## src/rtl/snake_head_stepper.sv

```systemverilog
// rtl/snake_head_stepper.sv - snake head stepper: move-tick divider and IDLE/RUN/DEAD game FSM
// Advances the head one cell per tick, refuses 180-degree turns, stops at the walls.
module snake_head_stepper #(
  parameter int         GRID_W    = 32,
  parameter int         GRID_H    = 24,
  parameter int         TICK_DIV  = 25_000_000,
  parameter int         START_X   = 16,
  parameter int         START_Y   = 12,
  parameter logic [3:0] START_DIR = 4'b0001,
  localparam int        XW        = $clog2(GRID_W),
  localparam int        YW        = $clog2(GRID_H)
) (
  input  logic          clk,
  input  logic          rst_n,
  input  logic [3:0]    direction,
  input  logic          start,
  output logic [XW-1:0] head_x,
  output logic [YW-1:0] head_y,
  output logic [3:0]    cur_dir,
  output logic          step,
  output logic          collision,
  output logic          running
);

  localparam int CW = $clog2(TICK_DIV);

  typedef enum logic [1:0] {
    S_IDLE = 2'd0,
    S_RUN  = 2'd1,
    S_DEAD = 2'd2
  } state_t;

  state_t        state_q;
  logic [CW-1:0] cnt_q;
  logic [XW-1:0] head_x_q;
  logic [YW-1:0] head_y_q;
  logic [3:0]    cur_dir_q;
  logic          step_q;
  logic          collision_q;
  logic          running_q;
  logic          start_q;

  logic          tick_d;
  logic          dir_ok_d;
  logic [3:0]    opp_dir_d;
  logic [3:0]    new_dir_d;
  logic [XW:0]   next_x_d;
  logic [YW:0]   next_y_d;
  logic          hit_wall_d;

  always_comb begin
    tick_d    = (state_q == S_RUN) && (cnt_q == CW'(TICK_DIV - 1));
    dir_ok_d  = 1'b0;
    case (direction)
      4'b1000, 4'b0100, 4'b0010, 4'b0001: dir_ok_d = 1'b1;
      default:                            dir_ok_d = 1'b0;
    endcase
    // Swapping the up/down and left/right bit pairs yields the reverse heading.
    opp_dir_d = {cur_dir_q[2], cur_dir_q[3], cur_dir_q[0], cur_dir_q[1]};
    new_dir_d = (dir_ok_d && (direction != opp_dir_d)) ? direction : cur_dir_q;
    next_x_d  = {1'b0, head_x_q};
    next_y_d  = {1'b0, head_y_q};
    case (new_dir_d)
      4'b1000: next_y_d = {1'b0, head_y_q} - (YW+1)'(1);
      4'b0100: next_y_d = {1'b0, head_y_q} + (YW+1)'(1);
      4'b0010: next_x_d = {1'b0, head_x_q} - (XW+1)'(1);
      default: next_x_d = {1'b0, head_x_q} + (XW+1)'(1);
    endcase
    // Underflow wraps to all-ones in the widened value, so one compare catches both walls.
    hit_wall_d = (next_x_d >= (XW+1)'(GRID_W)) || (next_y_d >= (YW+1)'(GRID_H));
  end

  always_ff @(posedge clk) begin
    if (!rst_n) begin
      state_q     <= S_IDLE;
      cnt_q       <= '0;
      head_x_q    <= XW'(START_X);
      head_y_q    <= YW'(START_Y);
      cur_dir_q   <= START_DIR;
      step_q      <= 1'b0;
      collision_q <= 1'b0;
      running_q   <= 1'b0;
      start_q     <= 1'b0;
    end else begin
      step_q  <= 1'b0;
      start_q <= start;
      case (state_q)
        S_IDLE: begin
          if (start) begin
            state_q   <= S_RUN;
            running_q <= 1'b1;
            cnt_q     <= '0;
          end
        end
        S_RUN: begin
          if (tick_d) begin
            cnt_q     <= '0;
            cur_dir_q <= new_dir_d;
            if (hit_wall_d) begin
              state_q     <= S_DEAD;
              running_q   <= 1'b0;
              collision_q <= 1'b1;
            end else begin
              head_x_q <= next_x_d[XW-1:0];
              head_y_q <= next_y_d[YW-1:0];
              step_q   <= 1'b1;
            end
          end else begin
            cnt_q <= cnt_q + CW'(1);
          end
        end
        S_DEAD: begin
          // Only a fresh press restarts; a level held through death is ignored.
          if (start && !start_q) begin
            state_q     <= S_IDLE;
            collision_q <= 1'b0;
            head_x_q    <= XW'(START_X);
            head_y_q    <= YW'(START_Y);
            cur_dir_q   <= START_DIR;
          end
        end
        default: begin
          state_q     <= S_IDLE;
          running_q   <= 1'b0;
          collision_q <= 1'b0;
          cnt_q       <= '0;
        end
      endcase
    end
  end

  assign head_x    = head_x_q;
  assign head_y    = head_y_q;
  assign cur_dir   = cur_dir_q;
  assign step      = step_q;
  assign collision = collision_q;
  assign running   = running_q;

endmodule

```

## config.mk

```make
export PLATFORM = sky130hd
export DESIGN_NAME = snake_head_stepper
export DESIGN_NICKNAME = d
export VERILOG_FILES = /design/src/rtl/snake_head_stepper.sv
export SDC_FILE = /design/constraint.sdc
export NUM_CORES = 1
export LEC_CHECK = 0
export CELL_PAD_IN_SITES_DETAIL_PLACEMENT = 0
export CELL_PAD_IN_SITES_GLOBAL_PLACEMENT = 1
export CORE_MARGIN = 3
export CORE_UTILIZATION = 43
export DETAILED_ROUTE_END_ITERATION = 10
export PLACE_DENSITY = 0.88
export SETUP_SLACK_MARGIN = 0.15
export SLEW_MARGIN = 25
export SYNTH_ARGS = -nofsm -noshare
export SYNTH_HDL_FRONTEND = slang
export SYNTH_SLANG_ARGS = --single-unit
export TNS_END_PERCENT = 5
```

## constraint.sdc

```tcl
create_clock -name clk -period 4.8 [get_ports clk]
set_input_delay 0.48 -clock clk [delete_from_list [all_inputs] [get_ports clk]]
set_output_delay 0.48 -clock clk [all_outputs]
set_load 0.02 [all_outputs]
```

After elaboration in Yosys (flattened, before gate mapping)
Index checks and enable logic that the tools add are counted.
Widths: inputs -> output; s select.
Operators by class
  add/subtract/negate cells: 5
  muxes and demuxes: 32
  equality and inequality tests: 16
  magnitude comparators: 2
  reductions and logical operators: 16
  bitwise operators: 2
Operators by type and width (count)
  $pmux 25 s3: 1
  $mux 25: 2
  $mux 5: 6
  $add 25x1->25 const B: 1
  $eq 25x25->1 const B: 1
  $pmux 6 s2: 2
  $pmux 5 s2: 2
  $reduce_and 4->1: 4
  $add 5x1->6 const B: 2
  $mux 4: 3
  $sub 5x1->6 const B: 2
  $ne 2x2->1 const B: 5
  $eq 4x2->1 const B: 2
  $eq 4x3->1 const B: 2
  $eq 4x4->1 const B: 2
  $mux 1: 8
  $mux 2: 4
  $pmux 4 s2: 1
  $ge 6x5->1 const B: 1
  $ge 6x6->1 const B: 1
  $pmux 1 s3: 2
  $pmux 2 s3: 1
  $reduce_and 3->1: 2
  $eq 4x1->1 const B: 1
  12 further kinds: 15
Word-level totals
  input bits: 7
  output and inout bits: 17
  bits in registers: 45

Longest topological paths before layout
Gate-level depths: netlist (run 1).
  depth in word-level cells: 13
  mapped depth: 14
  depth with buffers taken out: 12

Worst setup path before layout (run 1)
OpenSTA, ideal clock, no wires.
  kind: input-to-reg
  from: in direction[1]
  to: reg head_y_q[1] (netlist: head_y[1])
  path slack: 1275 ps
  stages: 14
  library setup time: 117 ps
  path buffers: 2
  data arrival time: 3407 ps
  required time: 4683 ps
  cell sequence: buf_2 > xor2_1 > nor2_1 > a21oi_1 > o22ai_1 > ha_1 > a21o_1 > a21oi_1 > xnor2_1 > a311oi_2 > o211ai_2 > or3_1 > buf_2 > a32o_2
Between the ends
  longest elaborated chain between the ends: 12
  elaborated cells on any way between the ends: 23
Ends and longest elaborated chain
  start, declared: line 15  | input logic [3:0] direction,
  $eq 4x4->1, or another cell as far along: line 54  | case (direction)
  $reduce_or 4->1: line 54
  $mux 1: line 54
  $logic_and 1x1->1: line 60  | new_dir_d = (dir_ok_d && (direction != opp_dir_d)) ? direction : cur_dir_q;
  $mux 4 (*): line 60
  $eq 4x3->1 or $eq 4x4->1 (tied branches): line 63  | case (new_dir_d)
  $reduce_or 2->1 (no source line)
  $pmux 6 s2: line 63
  $ge 6x6->1: line 70  | hit_wall_d = (next_x_d >= (XW+1)'(GRID_W)) || (next_y_d >= (YW+1)'(GRID_H));
  $logic_or 1x1->1: line 70
  $ne 2x2->1 (no source line)
  $reduce_and 4->1 (no source line)
  end signal, assigned: line 78  | head_y_q <= YW'(START_Y);
  end signal, assigned: line 105  | head_y_q <= next_y_d[YW-1:0];
  end signal, assigned: line 118  | head_y_q <= YW'(START_Y);
  end, declared: line 36  | logic [YW-1:0] head_y_q;
Every way passes the cells marked *; elsewhere a longest branch is shown, timed or not. The select of a mux whose other input is x is not followed.
A chain may end at the register's enable or synchronous reset.

Final worst setup path (run 1)
  from: in direction[1]
  to: reg head_y_q[4] (netlist: head_y[4])
The elaborated chain is that of the path after synthesis.

==> run summary, run 1 <==
Core Region: 5990 um2
Nets@finish: 363
Via density per instance: 5.55
First-pass GRT wire length: 10500 um
CP arrival: 4.27 ns
Starting Density: 44.9%
CTS tree: done
Post-CTS Setup Repair Bufs: 0
PwrDens: 256 nW/um2
GRT overflow: 0
Clock Path Buffers: 2
Initial antenna violation count: 0
Vias in the first global route: 2248
Syn-to-layout area delta: 13.9%
Worst Hold Class: reg -> reg
Adder-Cell Fraction of Synth Area: 3.53%
Post-DRT Antenna Nets: 0
Number of H-tree levels: 2
Clk sink count: 45
Leading area contributor after synthesis: dfxtp_1
YS warnings: 0
Most frequent cells after synthesis: nor2_1 (46), dfxtp_1 (45), nand2_1 (25)
Xor-xnor portion of the synthesized cell area: 10.1%
Fmax: 246 MHz
Crit end category: register
Largest net degree at the start of global routing: 23
Inserted Diodes: 0
Routed Wire Length: 6000 um
Number of synthesized flops with an enable pin: 0
Fillers: 600
Layout cells sized above 1: 5.14%
Final setup vio count: 0
RSZ-0062 raised after global routing: no
FF/Latch Area: 901 um2
CP Launch Point: direction[1]
Setup crit start kind: input pin
Die H: 85.1 um
Overall routing resource usage: 17.6%
Num CTS Buffers: 5
Worst-case reg-to-reg path depth: 12
Post-Syn Area: 2690 um2
Post_cts resized: 0
Die area: 7240 um2
Mean Syn Cell Area: 8.05 um2
Clock skew: 0.00311 ns
Remaining DRCs: 0
IO Port Bufs: 23
Crit path to: head_y[4]
FFs w/ async S/R, synth: 0%
Sequential-to-total area share from yosys stat: 33.5%
Main combinational cell family by area after synthesis: simple AND/OR/NAND/NOR gates
Worst-margin pin slew: 0.715 ns
WL/cell: 14.1 um
Outcome: finished clean
Final Max Slew Viols: 0
Final Wtd Congestion: 0.834
Mapped Cells: 334
Compound-cell area share of the yosys netlist: 18.6%
Synth top area share: 33.5%
Die width: 85.1 um
Worst Path Max Fanout: 10
Util after Layout: 51.1%
Minimum clock period: 4.07 ns
First-iteration detailed-routing DRC count: 157
Crit path required time: 5.00 ns
Top FF cell, synth: dfxtp_1
TritonRoute pass-1 iters: 4
Worst-Skew Late Latency: 0.30 ns
Slew Limit Headroom: 52.2%
Mux cell area share after synthesis: 0.744%
Post-Synth Simple-Gate Area: 29.7%
Max Cap Violations: 0
Setup TNS: 0 ns
Maximum VDD drop: 138 uV
R2r setup slk: 1.15 ns
Ranking of synthesized cells by area: dfxtp_1 (33%), xor2_1 (6.5%), nor2_1 (6.4%), nand3_1 (3.9%), xnor2_1 (3.6%)
Leakage: 0.00111 uW
Hold buffers post-CTS: 0
Footprint of the multi-input gates: 1680 um2
Via count: 2359
Register bit total from synthesis: 45
Reg2reg end: head_y[4]
R2R Path Start: cur_dir[0]
Most frequent cell after synthesis: nor2_1
Mapped Nets: 348
Num rows: 28
Post-DP HPWL: 4540 um
Final period util: 84.8%
Cell variety after synth: 60
Clock-pin slew on the worst setup and hold paths: 0.08 ns
Hold Violations, Final: 0
Clk root buf: clkbuf_8
Crit path kind: in -> reg
IO Count: 24
## worst max-delay path, cell delays in order
cell and delay [ns]:
clkdlybuf4s50_1 0.67, xor2_1 0.18, nor2_1 0.15, a21oi_1 0.08, o22ai_1 0.54, ha_1 0.40
a21o_1 0.17, a21oi_1 0.17, xnor2_1 0.12, a311oi_2 0.30, o211ai_2 0.21, or3_1 0.48
a32o_2 0.30
## registers in the layout, summed over array words and instances, names as in the netlist
name	count
step	1
running	1
collision	1
cur_dir	4
head_y	5
state_q	2
cnt_q	25
head_x	5
start_q	1
## through the flow
stage	worst slack, ns	area (um2)	hold slack [ns]	instances	power (uW)
after floorplan	1.28	2690	0.471	334	464
after global placement	0.515	2950	0.476	417	492
after detailed placement	0.430	2950	0.482	417	494
after CTS	0.738	3060	0.493	425	788
after global routing	0.454	3060	0.522	425	818
final	0.729	3060	0.492	425	784
## where the power goes
part,switching [uW],total [uW],internal [uW]
registers,9.55,390,381
logic,57.8,95.3,37.5
clock network,129,298,170
total,196,784,588
## routing by layer
| metal | up-vias | routed length (um) | track usage [%] | part of all wire (%) |
|---|---|---|---|---|
| met5 | - | 0 | 0 | 0 |
| met4 | 0 | 56 | 4.89 | 0.93 |
| met3 | 5 | 216 | 3.20 | 3.6 |
| met2 | 45 | 2710 | 27.6 | 45 |
| met1 | 1089 | 3010 | 24.9 | 50 |
| li1 | 1220 | - | - | - |
## cell type report
type                       instances  area share [%]
clock inverter                     1           0.980
timing repair buffer              23            7.52
multi-input combinational        264            55.0
clock buffer                       7            2.82
tap                               75            3.06
sequential                        45            29.4
inverter                          10            1.23
## placed cells by master (no fill, tap or decap), types with 2 or more instances in the layout
| cell type | Yosys | routed |
|---|---|---|
| nor2_1 | 46 | 46 |
| dfxtp_1 | 45 | 45 |
| nand2_1 | 25 | 25 |
| clkdlybuf4s50_1 | 0 | 23 |
| nand3_1 | 21 | 21 |
| xor2_1 | 20 | 20 |
| a21oi_1 | 16 | 16 |
| xnor2_1 | 11 | 11 |
| o21ai_0 | 10 | 10 |
| inv_1 | 10 | 10 |
| nor3_1 | 9 | 9 |
| nor2b_1 | 8 | 8 |
| nand4_1 | 7 | 7 |
| and3_1 | 6 | 6 |
| ha_1 | 6 | 6 |
| clkbuf_8 | 0 | 6 |
| o21a_1 | 5 | 5 |
| and2_1 | 5 | 5 |
| a31oi_1 | 5 | 5 |
| or4_1 | 4 | 4 |
| a21o_1 | 4 | 4 |
| nand2b_1 | 3 | 3 |
| o31ai_1 | 3 | 3 |
| or3_1 | 3 | 3 |
| a211oi_1 | 2 | 2 |
| nor4_2 | 2 | 2 |
| or4b_1 | 2 | 2 |
| nor3b_1 | 2 | 2 |
| a22oi_1 | 2 | 2 |
| o311ai_0 | 2 | 2 |
| o211a_1 | 2 | 2 |
| mux2i_1 | 2 | 2 |
| a2111oi_0 | 2 | 2 |
| o21ai_1 | 2 | 2 |
| a32o_2 | 2 | 2 |
## logic make-up after synthesis
kind of cell / Yosys count
multiplexers: 2
flip-flops: 45
buffers and inverters: 25
AND/OR/NAND/NOR: 153
AO/OA/AOI/OAI: 71
adder cells (fa/ha/maj): 7
XOR/XNOR: 31
## worst min path at each step
stage | end | cells after the start | from
finish | running | 2 | running
global placement | running | 2 | running
CTS | running | 2 | running
global route | running | 2 | running
detailed placement | running | 2 | running
floorplan | cnt_q[24] | 2 | cnt_q[24]
Note: power is estimated with default switching activity, not from simulation.
==> run 2: changes to the inputs <==
Settings changed: CORE_UTILIZATION 43 to 39, PLACE_DENSITY 0.88 to 0.85.
Clock period 4.8 ns to 3.4 ns, I/O delays scaled along.
==> run summary, run 2 (synthesis gave the netlist of run 1 again) <==
Remaining DRCs: 0 (unchanged)
Met2 routed WL: 2790 um (+2.7%)
R2r setup slk: 0.34 ns (-0.81 ns)
Crit path kind: reg -> reg
Most common cell after layout, fill and taps aside: nor2_1
Initial antenna violation count: 0 (unchanged)
Clock-pin slew on the worst setup and hold paths: 0.09 ns (about the same)
CP arrival: 3.26 ns (-1.01 ns)
Fmax: 327 MHz
TritonRoute pass-1 iters: 4 (unchanged)
Final Worst Setup Slack: 0.339 ns (-0.390 ns)
Starting Density: 41.2% (-3.7 points)
Slowest-stage cell, CP: or3_4
Max FFs per register: 25 (unchanged)
DP Area: 3120 um2 (+5.7%)
PwrDens: 360 nW/um2 (+41%)
Number of H-tree levels: 2 (unchanged)
Hold Violations, Final: 0 (unchanged)
Pwr Total: 1190 uW (+52%)
Largest net degree at the start of global routing: 23 (unchanged)
Die area: 7930 um2 (+9.5%)
Overall routing resource usage: 17.2% (-0.46 points)
Fillers: 643 (+7.2%)
Num CTS Buffers: 5 (unchanged)
R2R Path Start: cur_dir[0]
Reg2reg end: head_y[4]
Outcome: finished clean
First-iteration detailed-routing DRC count: 108 (-31%)
Max Used Layer: met4
Hold buffers post-CTS: 0 (unchanged)
Crit path to: head_y[4]
Vias in the first global route: 2319 (+3.2%)
WL met1: 3270 um (+8.4%)
Worst-case reg-to-reg path depth: 12 (unchanged)
Setup crit start kind: register
Setup TNS: 0 ns (unchanged)
Num rows: 29 (+3.6%)
Worst-margin pin slew: 0.717 ns (+0.00182 ns)
Leakage: 0.00127 uW (+14%)
Final setup vio count: 0 (unchanged)
Die H: 89.1 um (+4.6%)
Via count: 2435 (+3.2%)
Routed Wire Length: 6330 um (+5.5%)
Final Wtd Congestion: 0.869 (+4.2%)
Place WS: -0.219 ns (-0.649 ns)
Clk root buf: clkbuf_8
Die width: 89.1 um (+4.6%)
Post-DP HPWL: 4630 um (+2.0%)
Worst Path Max Fanout: 6 (-4)
IO Port Bufs: 23 (unchanged)
CTS tree: done
Max Cap Violations: 0 (unchanged)
GRT overflow: 0 (unchanged)
Crit end category: register
Worst Hold Class: reg -> reg
Crit path required time: 3.60 ns (-1.40 ns)
Layout cells sized above 1: 14.8% (+9.7 points)
Clk sink count: 45 (unchanged)
IO Count: 24 (unchanged)
Inst Count DP: 438 (+5.0%)
Syn-to-layout area delta: 23.4%
Most frequent cells in the layout: nor2_1 (46), dfxtp_1 (42), nand2_1 (25), nand3_1 (21), buf_4 (20)
Worst-path cell chain: or2_4, nor2_1, o21a_1, o22ai_2, fa_2, a21o_1, a21oi_2, xnor2_1, a311oi_2, o211ai_2, or3_4, a32o_2
Inserted Diodes: 0 (unchanged)
Via density per instance: 5.44 (-2.1%)
WL/cell: 14.1 um (about the same)
Nets@finish: 384 (+5.8%)
Post-DRT Antenna Nets: 0 (unchanged)
Non-filler instance count after layout: 448 (+5.4%)
DR WL met3: 175 um (-19%)
Final period util: 90.0%
CP Launch Point: cur_dir[0]
Clock skew: 0.00965 ns (+0.00655 ns)
First-pass GRT wire length: 10900 um (+3.1%)
Worst path max stage delay: 0.41 ns (-0.26 ns)
Fin area: 3320 um2 (+8.4%)
Slew Limit Headroom: 52.1% (-0.12 points)
Core Region: 6530 um2 (+9.0%)
Maximum VDD drop: 186 uV (+35%)
Clock Path Buffers: 2 (unchanged)
RSZ-0062 raised after global routing: no
Worst-Skew Late Latency: 0.30 ns (about the same)
Final Max Slew Viols: 0 (unchanged)
Hold_sp: running
Minimum clock period: 3.06 ns
Reg with most FFs: cnt_q
[run 2: cell count changes in the layout (fill, tap and decap cells not counted), moves of 2 or more]
cell / before / now
buf_4: 0 / 20
a21oi_1: 16 / 12
xor2_1: 20 / 18
xor2_2: 0 / 2
clkdlybuf4s50_1: 23 / 19
dlygate4sd2_1: 0 / 2
dfxtp_2: 0 / 2
dfxtp_1: 45 / 42
a21oi_2: 0 / 4
dlymetal6s2s_1: 0 / 2
[run 2: worst min path at each step]
stage / to / slack [ns] / depth (start not counted)
after floorplan: cnt_q[24] / 0.47 / 2
after global placement: running / 0.46 / 2
after detailed placement: running / 0.47 / 2
after CTS: running / 0.48 / 2
after global routing: running / 0.52 / 2
final: running / 0.48 / 2
[run 2: stage by stage]
| stage | utilization [%] | hold WS [ns] |
|---|---|---|
| 6_report | 50.8 | 0.479 |
| 3_5_place_dp | 47.7 | 0.468 |
| 2_1_floorplan | - | 0.471 |
| 3_3_place_gp | 47.7 | 0.464 |
| 4_1_cts | 49.8 | 0.481 |
| 5_1_grt | 50.8 | 0.515 |
[run 2: critical path: cells and delay by family (launching register included)]
family          cells  cell delay, ns
xor+xnor            1            0.11
simple gates        3            0.79
flops               1            0.37
fa+ha+maj           1            0.38
compound gates      7            1.33
[run 2: layout make-up]
cell class                 instances  area, um2  area share (%)
clock buffer                       5       68.8            2.07
clock inverter                     3       68.8            2.07
tap                               77       96.3            2.90
inverter                          10       37.5            1.13
timing repair buffer              44        394            11.9
multi-input combinational        264       1750            52.6
sequential                        45        907            27.3
[run 2: power breakdown]
| group | switching [uW] | internal, uW | leakage [uW] |
|---|---|---|---|
| clock network | 192 | 296 | 0.0000687 |
| logic | 87.7 | 67.7 | 0.000833 |
| registers | 13.9 | 537 | 0.000365 |
[run 2: repair_timing]
item / 4_1_cts / 5_1_grt
gates resized for setup: 2 / 17
pin swaps: 0 / 4
buffers inserted: 0 / 2
endpoints found under the setup margin: 5 / 12
[run 2: routing by layer]
| metal | track usage, % | vias to the layer above |
|---|---|---|
| met3 | 3.13 | 8 |
| met1 | 24.2 | 1126 |
| met4 | 5.01 | 0 |
| met2 | 26.8 | 35 |
| met5 | 0 | - |
| li1 | - | 1266 |
==> run 3: changes to the inputs <==
Settings changed: CAP_MARGIN from default to 40.
==> results of run 3 <==
Final layout, timing and power as in run 2 (identical DEF).
